===== src/rtl/ps2_pkg.sv =====
// Shared PS/2 set-2 definitions: prefix/response bytes, decoder FSM states and
// 9-bit {extended, scan code} key codes used by ps2_key_mapper.
package ps2_pkg;

   localparam logic [7:0] PS2_EXT    = 8'hE0;
   localparam logic [7:0] PS2_BRK    = 8'hF0;
   localparam logic [7:0] PS2_PAUSE  = 8'hE1;
   localparam logic [7:0] PS2_ACK    = 8'hFA;
   localparam logic [7:0] PS2_BAT    = 8'hAA;
   localparam logic [7:0] PS2_ECHO   = 8'hEE;
   localparam logic [7:0] PS2_RESEND = 8'hFE;

   // Pause make is E1 14 77 E1 F0 14 F0 77: the bytes after the first E1.
   localparam int PAUSE_SKIP_BYTES = 7;

   typedef enum logic [2:0] {
      IDLE,
      EXT,
      BRK,
      EXT_BRK,
      SKIP
   } ps2_state_t;

   localparam logic [8:0] KEY_LEFT  = 9'h16B;
   localparam logic [8:0] KEY_RIGHT = 9'h174;
   localparam logic [8:0] KEY_UP    = 9'h175;
   localparam logic [8:0] KEY_DOWN  = 9'h172;
   localparam logic [8:0] KEY_SPACE = 9'h029;
   localparam logic [8:0] KEY_ESC   = 9'h076;

   function automatic logic is_ctrl_response(input logic [7:0] b);
      return (b == PS2_ACK) || (b == PS2_BAT) || (b == PS2_ECHO) || (b == PS2_RESEND);
   endfunction

endpackage


===== src/rtl/ps2_repeat_timer.sv =====
// Per-key software auto-repeat timer: first pulse REPEAT_DELAY cycles after a
// press, then every REPEAT_PERIOD cycles while the key stays held.
module ps2_repeat_timer #(
   parameter int REPEAT_DELAY  = 25_000_000,
   parameter int REPEAT_PERIOD = 5_000_000
) (
   input  logic clk,
   input  logic reset,
   input  logic start,
   input  logic hold,
   output logic repeat_pulse
);

   localparam int SPAN  = (REPEAT_DELAY > REPEAT_PERIOD) ? REPEAT_DELAY : REPEAT_PERIOD;
   localparam int CNT_W = $clog2(SPAN + 1);

   logic [CNT_W-1:0] cnt;
   logic [CNT_W-1:0] age_next;
   logic             periodic;
   logic             fire;

   always_comb begin
      age_next = (cnt == CNT_W'(SPAN)) ? cnt : cnt + 1'b1;
      fire     = periodic ? (age_next == CNT_W'(REPEAT_PERIOD))
                          : (age_next == CNT_W'(REPEAT_DELAY));
   end

   // start and hold are the next-cycle press/held values, so a press that
   // coincides with an expiry restarts the count without a repeat pulse.
   always_ff @(posedge clk) begin
      if (reset || start || !hold) begin
         cnt          <= '0;
         periodic     <= 1'b0;
         repeat_pulse <= 1'b0;
      end else if (fire) begin
         cnt          <= '0;
         periodic     <= 1'b1;
         repeat_pulse <= 1'b1;
      end else begin
         cnt          <= age_next;
         repeat_pulse <= 1'b0;
      end
   end

endmodule


===== src/rtl/ps2_key_mapper.sv =====
// PS/2 set-2 make/break decoder for NUM_KEYS configurable keys with typematic
// suppression and prefix timeout. Optional auto-repeat: define PS2_KEY_REPEAT_EN.
module ps2_key_mapper
   import ps2_pkg::*;
#(
   parameter int                    NUM_KEYS       = 4,
   parameter logic [NUM_KEYS*9-1:0] KEY_CODES      = {KEY_DOWN, KEY_UP, KEY_RIGHT, KEY_LEFT},
   parameter int                    TIMEOUT_CYCLES = 2_500_000,
   parameter int                    REPEAT_DELAY   = 25_000_000,
   parameter int                    REPEAT_PERIOD  = 5_000_000
) (
   input  logic                clk,
   input  logic                reset,
   input  logic [7:0]          ps2_data,
   input  logic                ps2_valid,
   output logic [NUM_KEYS-1:0] key_held,
   output logic [NUM_KEYS-1:0] key_press,
   output logic [NUM_KEYS-1:0] key_release,
   output logic [NUM_KEYS-1:0] key_repeat,
   output logic                any_held,
   output logic                seq_error
);

   localparam int TO_W   = $clog2(TIMEOUT_CYCLES + 1);
   localparam int SKIP_W = $clog2(PAUSE_SKIP_BYTES + 1);

   ps2_state_t          state, state_next;
   logic [TO_W-1:0]     to_cnt, to_cnt_next;
   logic [SKIP_W-1:0]   skip_cnt, skip_cnt_next;
   logic                timeout_hit;
   logic                do_make;
   logic                do_break;
   logic                code_ext;
   logic [NUM_KEYS-1:0] match;
   logic [NUM_KEYS-1:0] held_next;
   logic [NUM_KEYS-1:0] press_next;
   logic [NUM_KEYS-1:0] release_next;

   always_comb begin
      state_next    = state;
      skip_cnt_next = skip_cnt;
      do_make       = 1'b0;
      do_break      = 1'b0;
      code_ext      = 1'b0;
      timeout_hit   = 1'b0;
      if (ps2_valid) begin
         case (state)
            IDLE: begin
               if (ps2_data == PS2_EXT) begin
                  state_next = EXT;
               end else if (ps2_data == PS2_BRK) begin
                  state_next = BRK;
               end else if (ps2_data == PS2_PAUSE) begin
                  state_next    = SKIP;
                  skip_cnt_next = SKIP_W'(PAUSE_SKIP_BYTES);
               end else if (!is_ctrl_response(ps2_data)) begin
                  do_make = 1'b1;
               end
            end
            EXT: begin
               if (ps2_data == PS2_BRK) begin
                  state_next = EXT_BRK;
               end else if (ps2_data != PS2_EXT) begin
                  do_make    = 1'b1;
                  code_ext   = 1'b1;
                  state_next = IDLE;
               end
            end
            BRK: begin
               if (ps2_data != PS2_BRK) begin
                  do_break   = 1'b1;
                  state_next = IDLE;
               end
            end
            EXT_BRK: begin
               if (ps2_data != PS2_BRK) begin
                  do_break   = 1'b1;
                  code_ext   = 1'b1;
                  state_next = IDLE;
               end
            end
            SKIP: begin
               if (skip_cnt <= SKIP_W'(1)) begin
                  skip_cnt_next = '0;
                  state_next    = IDLE;
               end else begin
                  skip_cnt_next = skip_cnt - 1'b1;
               end
            end
            default: state_next = IDLE;
         endcase
      end else if ((state != IDLE) && (to_cnt >= TO_W'(TIMEOUT_CYCLES - 1))) begin
         // A stalled prefix is abandoned; held keys keep their state.
         timeout_hit   = 1'b1;
         state_next    = IDLE;
         skip_cnt_next = '0;
      end
   end

   always_comb begin
      if (ps2_valid || (state_next == IDLE)) begin
         to_cnt_next = '0;
      end else if (to_cnt != TO_W'(TIMEOUT_CYCLES)) begin
         to_cnt_next = to_cnt + 1'b1;
      end else begin
         to_cnt_next = to_cnt;
      end
   end

   // Every channel carrying the decoded {ext, code} follows the event.
   always_comb begin
      match = '0;
      for (int i = 0; i < NUM_KEYS; i++) begin
         match[i] = (KEY_CODES[9*i +: 9] == {code_ext, ps2_data});
      end
   end

   always_comb begin
      held_next = key_held;
      if (do_make) begin
         held_next = key_held | match;
      end else if (do_break) begin
         held_next = key_held & ~match;
      end
      press_next   = held_next & ~key_held;
      release_next = key_held & ~held_next;
   end

   always_ff @(posedge clk) begin
      if (reset) begin
         state       <= IDLE;
         to_cnt      <= '0;
         skip_cnt    <= '0;
         key_held    <= '0;
         key_press   <= '0;
         key_release <= '0;
         any_held    <= 1'b0;
         seq_error   <= 1'b0;
      end else begin
         state       <= state_next;
         to_cnt      <= to_cnt_next;
         skip_cnt    <= skip_cnt_next;
         key_held    <= held_next;
         key_press   <= press_next;
         key_release <= release_next;
         any_held    <= |held_next;
         seq_error   <= timeout_hit;
      end
   end

`ifdef PS2_KEY_REPEAT_EN
   for (genvar i = 0; i < NUM_KEYS; i++) begin : g_repeat
      ps2_repeat_timer #(
         .REPEAT_DELAY (REPEAT_DELAY),
         .REPEAT_PERIOD(REPEAT_PERIOD)
      ) u_repeat_timer (
         .clk         (clk),
         .reset       (reset),
         .start       (press_next[i]),
         .hold        (held_next[i]),
         .repeat_pulse(key_repeat[i])
      );
   end
`else
   // No timers; the repeat parameters only fold into this constant tie-off.
   assign key_repeat = {NUM_KEYS{(REPEAT_DELAY < 0) && (REPEAT_PERIOD < 0)}};
`endif

endmodule


===== config.mk =====
export PLATFORM = sky130hd
export DESIGN_NAME = ps2_key_mapper
export DESIGN_NICKNAME = d
export VERILOG_FILES = /design/src/rtl/ps2_pkg.sv /design/src/rtl/ps2_repeat_timer.sv /design/src/rtl/ps2_key_mapper.sv
export SDC_FILE = /design/constraint.sdc
export NUM_CORES = 1
export LEC_CHECK = 0
export CORE_ASPECT_RATIO = 0.9
export CORE_MARGIN = 4
export CORE_UTILIZATION = 56
export CTS_BUF_LIST = sky130_fd_sc_hd__clkbuf_8 sky130_fd_sc_hd__clkbuf_16
export CTS_CLUSTER_SIZE = 12
export DETAILED_ROUTE_END_ITERATION = 10
export PLACE_DENSITY = 0.78
export SYNTH_ARGS = -nofsm -noshare
export SYNTH_HDL_FRONTEND = slang
export SYNTH_SLANG_ARGS = --single-unit

===== constraint.sdc =====
create_clock -name clk -period 2.35 [get_ports clk]
set_input_delay 0.47 -clock clk [delete_from_list [all_inputs] [get_ports clk]]
set_output_delay 0.47 -clock clk [all_outputs]
set_load 0.005 [all_outputs]

==> results of run 1 <==
## sequential cells by signal, summed over array words and instances, names as in the netlist
signal	flops
any_held	1
key_held	4
key_press	4
key_release	4
seq_error	1
skip_cnt	3
state	3
to_cnt	22
## how the worst min path moves through the flow
stage / to / slack (ps) / cells past startpoint
floorplan: key_press[3] / 460 / 1
finish: key_press[3] / 480 / 1
global route: key_press[3] / 510 / 1
global placement: key_press[3] / 460 / 1
CTS: key_press[3] / 480 / 1
detailed placement: key_press[3] / 470 / 1
## layer usage
| layer | up-vias | global-route usage, % | part of all wire, % |
|---|---|---|---|
| li1 | 1023 | - | - |
| met2 | 28 | 26.24 | 44 |
| met4 | 0 | 5.929 | 1.5 |
| met5 | - | 0 | 0 |
| met1 | 967 | 28.48 | 52 |
| met3 | 7 | 4.707 | 3.1 |
## metrics by stage
| stage | hold WS [ps] | total power (uW) | utilization [%] | std cells |
|---|---|---|---|---|
| final | 477.5 | 1350 | 68.99 | 350 |
| after global routing | 514.1 | 1406 | 68.99 | 350 |
| after CTS | 476.4 | 1362 | 68.99 | 350 |
| after detailed placement | 465.3 | 806.7 | 66.35 | 342 |
| after global placement | 461.3 | 806.3 | 66.35 | 342 |
| after floorplan | 458.5 | 775.8 | - | 265 |
## worst register-to-register path, delay by kind of cell, from the launching register on
family                   cells  cell delay (ps)
AO/OA/AOI/OAI                3              500
adder cells (fa/ha/maj)      1              270
flip-flops                   1              370
AND/OR/NAND/NOR              2              820
## cell usage in the layout (no fill, tap or decap), drive strengths merged, types with 5 or more instances in the layout
cell           instances
nand3                 11
dfxtp                 42
xnor2                  7
xor2                  13
a211oi                23
o21ai                  7
nand3b                 5
nor3                  10
nand2                 18
nand4                  7
nor2                  14
and3                   5
clkbuf                 5
inv                   10
nor4                   8
clkdlybuf4s50         24
buf                   10
a21oi                  6
## cell families (layout without fill, tap and decap cells)
| logic type | Yosys count | count (layout) | synth area share (%) |
|---|---|---|---|
| buffers and inverters | 26 | 51 | 5.783 |
| and+or+nand+nor | 108 | 108 | 27.69 |
| adders and majority gates | 4 | 4 | 2.047 |
| muxes | 1 | 1 | 0.4094 |
| DFF | 42 | 42 | 34.39 |
| other | 1 | 4 | 0.1534 |
| xor gates and xnor gates | 20 | 20 | 7.165 |
| AOI/OAI and AO/OA | 60 | 60 | 22.36 |
## layout make-up
type | instances | area, sq um | area share [%]
inverter | 9 | 33.78 | 1.178
clock inverter | 3 | 41.29 | 1.440
timing repair buffer | 34 | 327.8 | 11.43
tap | 60 | 75.07 | 2.618
clock buffer | 5 | 68.82 | 2.400
sequential | 42 | 840.8 | 29.32
multi-input combinational | 197 | 1480 | 51.61
## power breakdown
group	switching, uW	internal [uW]	leakage, uW
sequential	0.482	711	0.000338
clock	246	313	0.0000556
combinational	45.3	34.2	0.000541
==> reports/qor.yml, run 1 <==
clk_latency_ps: 300
start_util_pct: 58.82
post-synth-top-count-cell: "dfxtp_1"
postCtsSetupBuffers: 0
pin_count: 29
drt-total-wl_um: 4782
synthTopCellsByArea: "dfxtp_1, a211oi_2, xor2_1"
rows: 22
cts-buffers-inserted: 5
r2r_setup_slack_ps: 290
synthTopCellsByCount: "dfxtp_1, a211oi_2, nand2_1"
crit_start: "to_cnt[0]"
synthArstFlopShare_pct: 0
synth_area_sq_mm: 0.002445
antenna_found_initial: 0
total_leakage_power_uw: 0.0009349
viasPerCell: 5.786
grt_pass1_vias: 1804
yosysTopAreaCellShare_pct: 34.39
min_period_ps: 2057
wl_per_cell_um: 13.66
place_hpwl_um: 3448
critPathBufInv: 0
critPathKind: "reg2reg"
cp_top_family: "simple AND/OR/NAND/NOR gates"
critPathMaxStageDelay_ps: 560
dieWidth_um: 77.65
synth-seq-area-share_pct: 34.39
dieHeight_um: 70.69
min-delay-start: "key_held[3]"
area_delta_synth_final_pct: 17.30
ys_ff_latch: 42
place.gp.congestion: 0.8459
fin_tns_setup_ps: 0
netlist_instances: 262
grt_pass1_wl_um: 8556
hold_viol: 0
synth_top_area_cell: "dfxtp_1"
rsz0062_at_grt: "no"
nNetsFinal: 304
cp.depth: 6
dr_total_vias: 2025
ys.flop_type: "dfxtp_1"
synth-edff-count: 0
crit_chain: "ha_1 > and4_1 > o211ai_2 > a21boi_2 > or3_4 > a211oi_1"
synth_area_per_cell_sq_um: 9.331
crit_path_end: "to_cnt[5]"
yosysUniqueCellTypes: 59
port_buffers: 24
max-vdd-ir-drop_uv: 339.4
fillers: 338
reg2reg_depth: 6
grt_use_total_pct: 18.93
cp-start-kind: "flop"
cts_root_buffer: "clkbuf_8"
status: "completed"
detail-route-antenna-nets: 0
dpl_cell_area_sq_mm: 0.002758
die-area_sq_mm: 0.005489
yosysWarnings: 0
drc: 0
worstHoldPathType: "reg2reg"
clockBufferDepth: 2
overflow: 0
dp_slack_ps: 57.14
period_share_pct: 87.51
crit-reg2reg-launch: "to_cnt[0]"
first_pass_iters: 4
clock_sinks: 42
clk_pin_slew_ps: 90
finalMaxSlewViolations: 0
critPathArrivalTime_ps: 2260
grt_max_degree: 24
finClkSkew_ps: 16.73
finalSetupViolCount: 0
timing.rr.end: "to_cnt[5]"
required_ps: 2550
fmax_mhz: 486.2
core_area_sq_mm: 0.004156
cts_hold_buf: 0
crit_fanout: 22
cap_violations: 0
htree_levels: 2
postLayoutCellArea_sq_mm: 0.002868
power_density_mw_per_mm2: 470.7
cpMaxStageDelayCell: "or3_4"
diodes: 0
drive_gt1_share_pct: 19.66
end_kind: "flop"
drtIter0Drc: 165
cts_tree: "built"
fin_ws_ps: 293.4
cts_resized: 0
(Power assumes the default switching activity.)
==> inputs of run 2 (changes only) <==
- CORE_UTILIZATION: 56 -> 60
- DONT_BUFFER_PORTS: unset -> 1
- PLACE_DENSITY: 0.78 -> 0.74
==> run 2 against run 1 <==
Against the previous run:
- utilization fell by 2.3 points
- largest power group unchanged
- worst setup slack improved by 69 ps
- final cell count down 13%
- hold slack lost 240 ps
- register-to-register slack gained 70 ps
- highest routed layer unchanged
- count of clock-buffer cells in the layout increased by 1
==> reports/qor.yml, run 2 (same netlist as run 1, synthesis figures left out) <==
cts_root_buffer: "clkbuf_8"
period_share_pct: 84.59
clock_sinks: 42
critPathMaxStageDelay_ps: 420
crit_fanout: 22
cp-start-kind: "flop"
place_hpwl_um: 3233
drtIter0Drc: 132
drive_gt1_share_pct: 19.07
finalMaxSlewViolations: 0
finClkSkew_ps: 4.569
cts-buffers-inserted: 5
end_kind: "flop"
hold_ws_ps: 237.3
cts_resized: 0
rsz0062_at_grt: "no"
htree_levels: 2
grt_pass1_wl_um: 7955
crit_chain: "ha_1 > and4_1 > nand4b_1 > a21oi_1 > or3_4 > a211oi_2"
detail-route-antenna-nets: 0
final_common_cell: "dfxtp_1"
p_int_uw: 1065
diodes: 0
critPathArrivalTime_ps: 2150
wl_per_cell_um: 15.19
crit-reg2reg-launch: "to_cnt[0]"
clk_latency_ps: 290
fmax_mhz: 503.0
place.gp.congestion: 0.8649
largest_reg_flops: 22
tightest_slew_ps: 547.5
relSlewSlack_pct: 63.02
cap_violations: 0
dieHeight_um: 68.56
p_seq_share_pct: 53.5
min_period_ps: 1988
grt_max_degree: 24
critPathKind: "reg2reg"
cpMaxStageDelayCell: "or3_4"
pin_count: 29
area_delta_synth_final_pct: 3.890
postCtsSetupBuffers: 0
switching_share_pct: 19.93
status: "completed"
crit_start: "to_cnt[0]"
finalSetupViolCount: 0
hold_viol: 0
dr_total_vias: 1865
cts_tree: "built"
max-vdd-ir-drop_uv: 384.1
nNetsFinal: 272
required_ps: 2520
max_flop_register: "to_cnt"
rows: 21
grt_use_total_pct: 19.93
fin_tns_setup_ps: 0
port_buffers: 0
overflow: 0
core_area_sq_mm: 0.003810
drc: 0
first_pass_iters: 4
grt_pass1_vias: 1714
antenna_found_initial: 0
mostFrequentLayoutCells: "dfxtp_1, a211oi_2, nand2_1"
total_leakage_power_uw: 0.0008038
die-area_sq_mm: 0.005161
clockPowerShare_pct: 43.4
dieWidth_um: 75.29
clk_pin_slew_ps: 80
viasPerCell: 6.155
comb_power_share_pct: 3.1
utilization_pct: 66.67
power_density_mw_per_mm2: 523.4
cts_hold_buf: 0
min-delay-start: "reset"
switchingPower_uw: 264.9
finalPower_uw: 1329
drt-total-wl_um: 4602
start_util_pct: 64.17
worstHoldPathType: "in2reg"
clockBufferDepth: 2
## run 2: metal layers
layer / vias to the layer above / track usage (%) / part of all wire, %
met1: 859 / 29.48 / 53
met5: - / 0 / 0
met2: 40 / 27.26 / 41
met4: 0 / 6.114 / 1.0
li1: 959 / - / -
met3: 7 / 6.232 / 5.5
## run 2: power groups by stage
stage	combinational [uW]	sequential (uW)	clock [uW]
CTS	41.1	712	586
floorplan	47.4	728	0
finish	41.3	712	576
global placement	40.4	729	0
detailed placement	40.9	729	0
global route	44.9	712	618
## run 2: cell type report
class,count,area [sq um]
multi-input combinational,197,1480
fill,307,1270
sequential,42,840.8
clock buffer,6,82.58
tap,46,57.56
inverter,9,33.78
clock inverter,1,30.03
timing repair buffer,2,15.01
## run 2: worst max-delay path: cells and delay by family, from the launching register on
| family | cells | cell delay (ps) |
|---|---|---|
| adder cells (fa/ha/maj) | 1 | 240 |
| AO/OA/AOI/OAI | 2 | 390 |
| AND/OR/NAND/NOR | 3 | 820 |
| flip-flops | 1 | 410 |
## run 2: path summary, 6_finish.rpt
path                    end  cells after the start  slack [ps]
max              to_cnt[18]                      6         360
min             key_held[3]                      1         240
max reg2reg      to_cnt[18]                      6         360
min reg2reg  key_release[0]                      2         500
## run 2: through the flow
step	instance area (sq um)	setup slack, ps	cells
global route	2540	253.2	303
floorplan	2456	538.8	265
finish	2540	362.1	303
CTS	2540	382.7	303
global placement	2427	422.8	296
detailed placement	2427	370.4	296
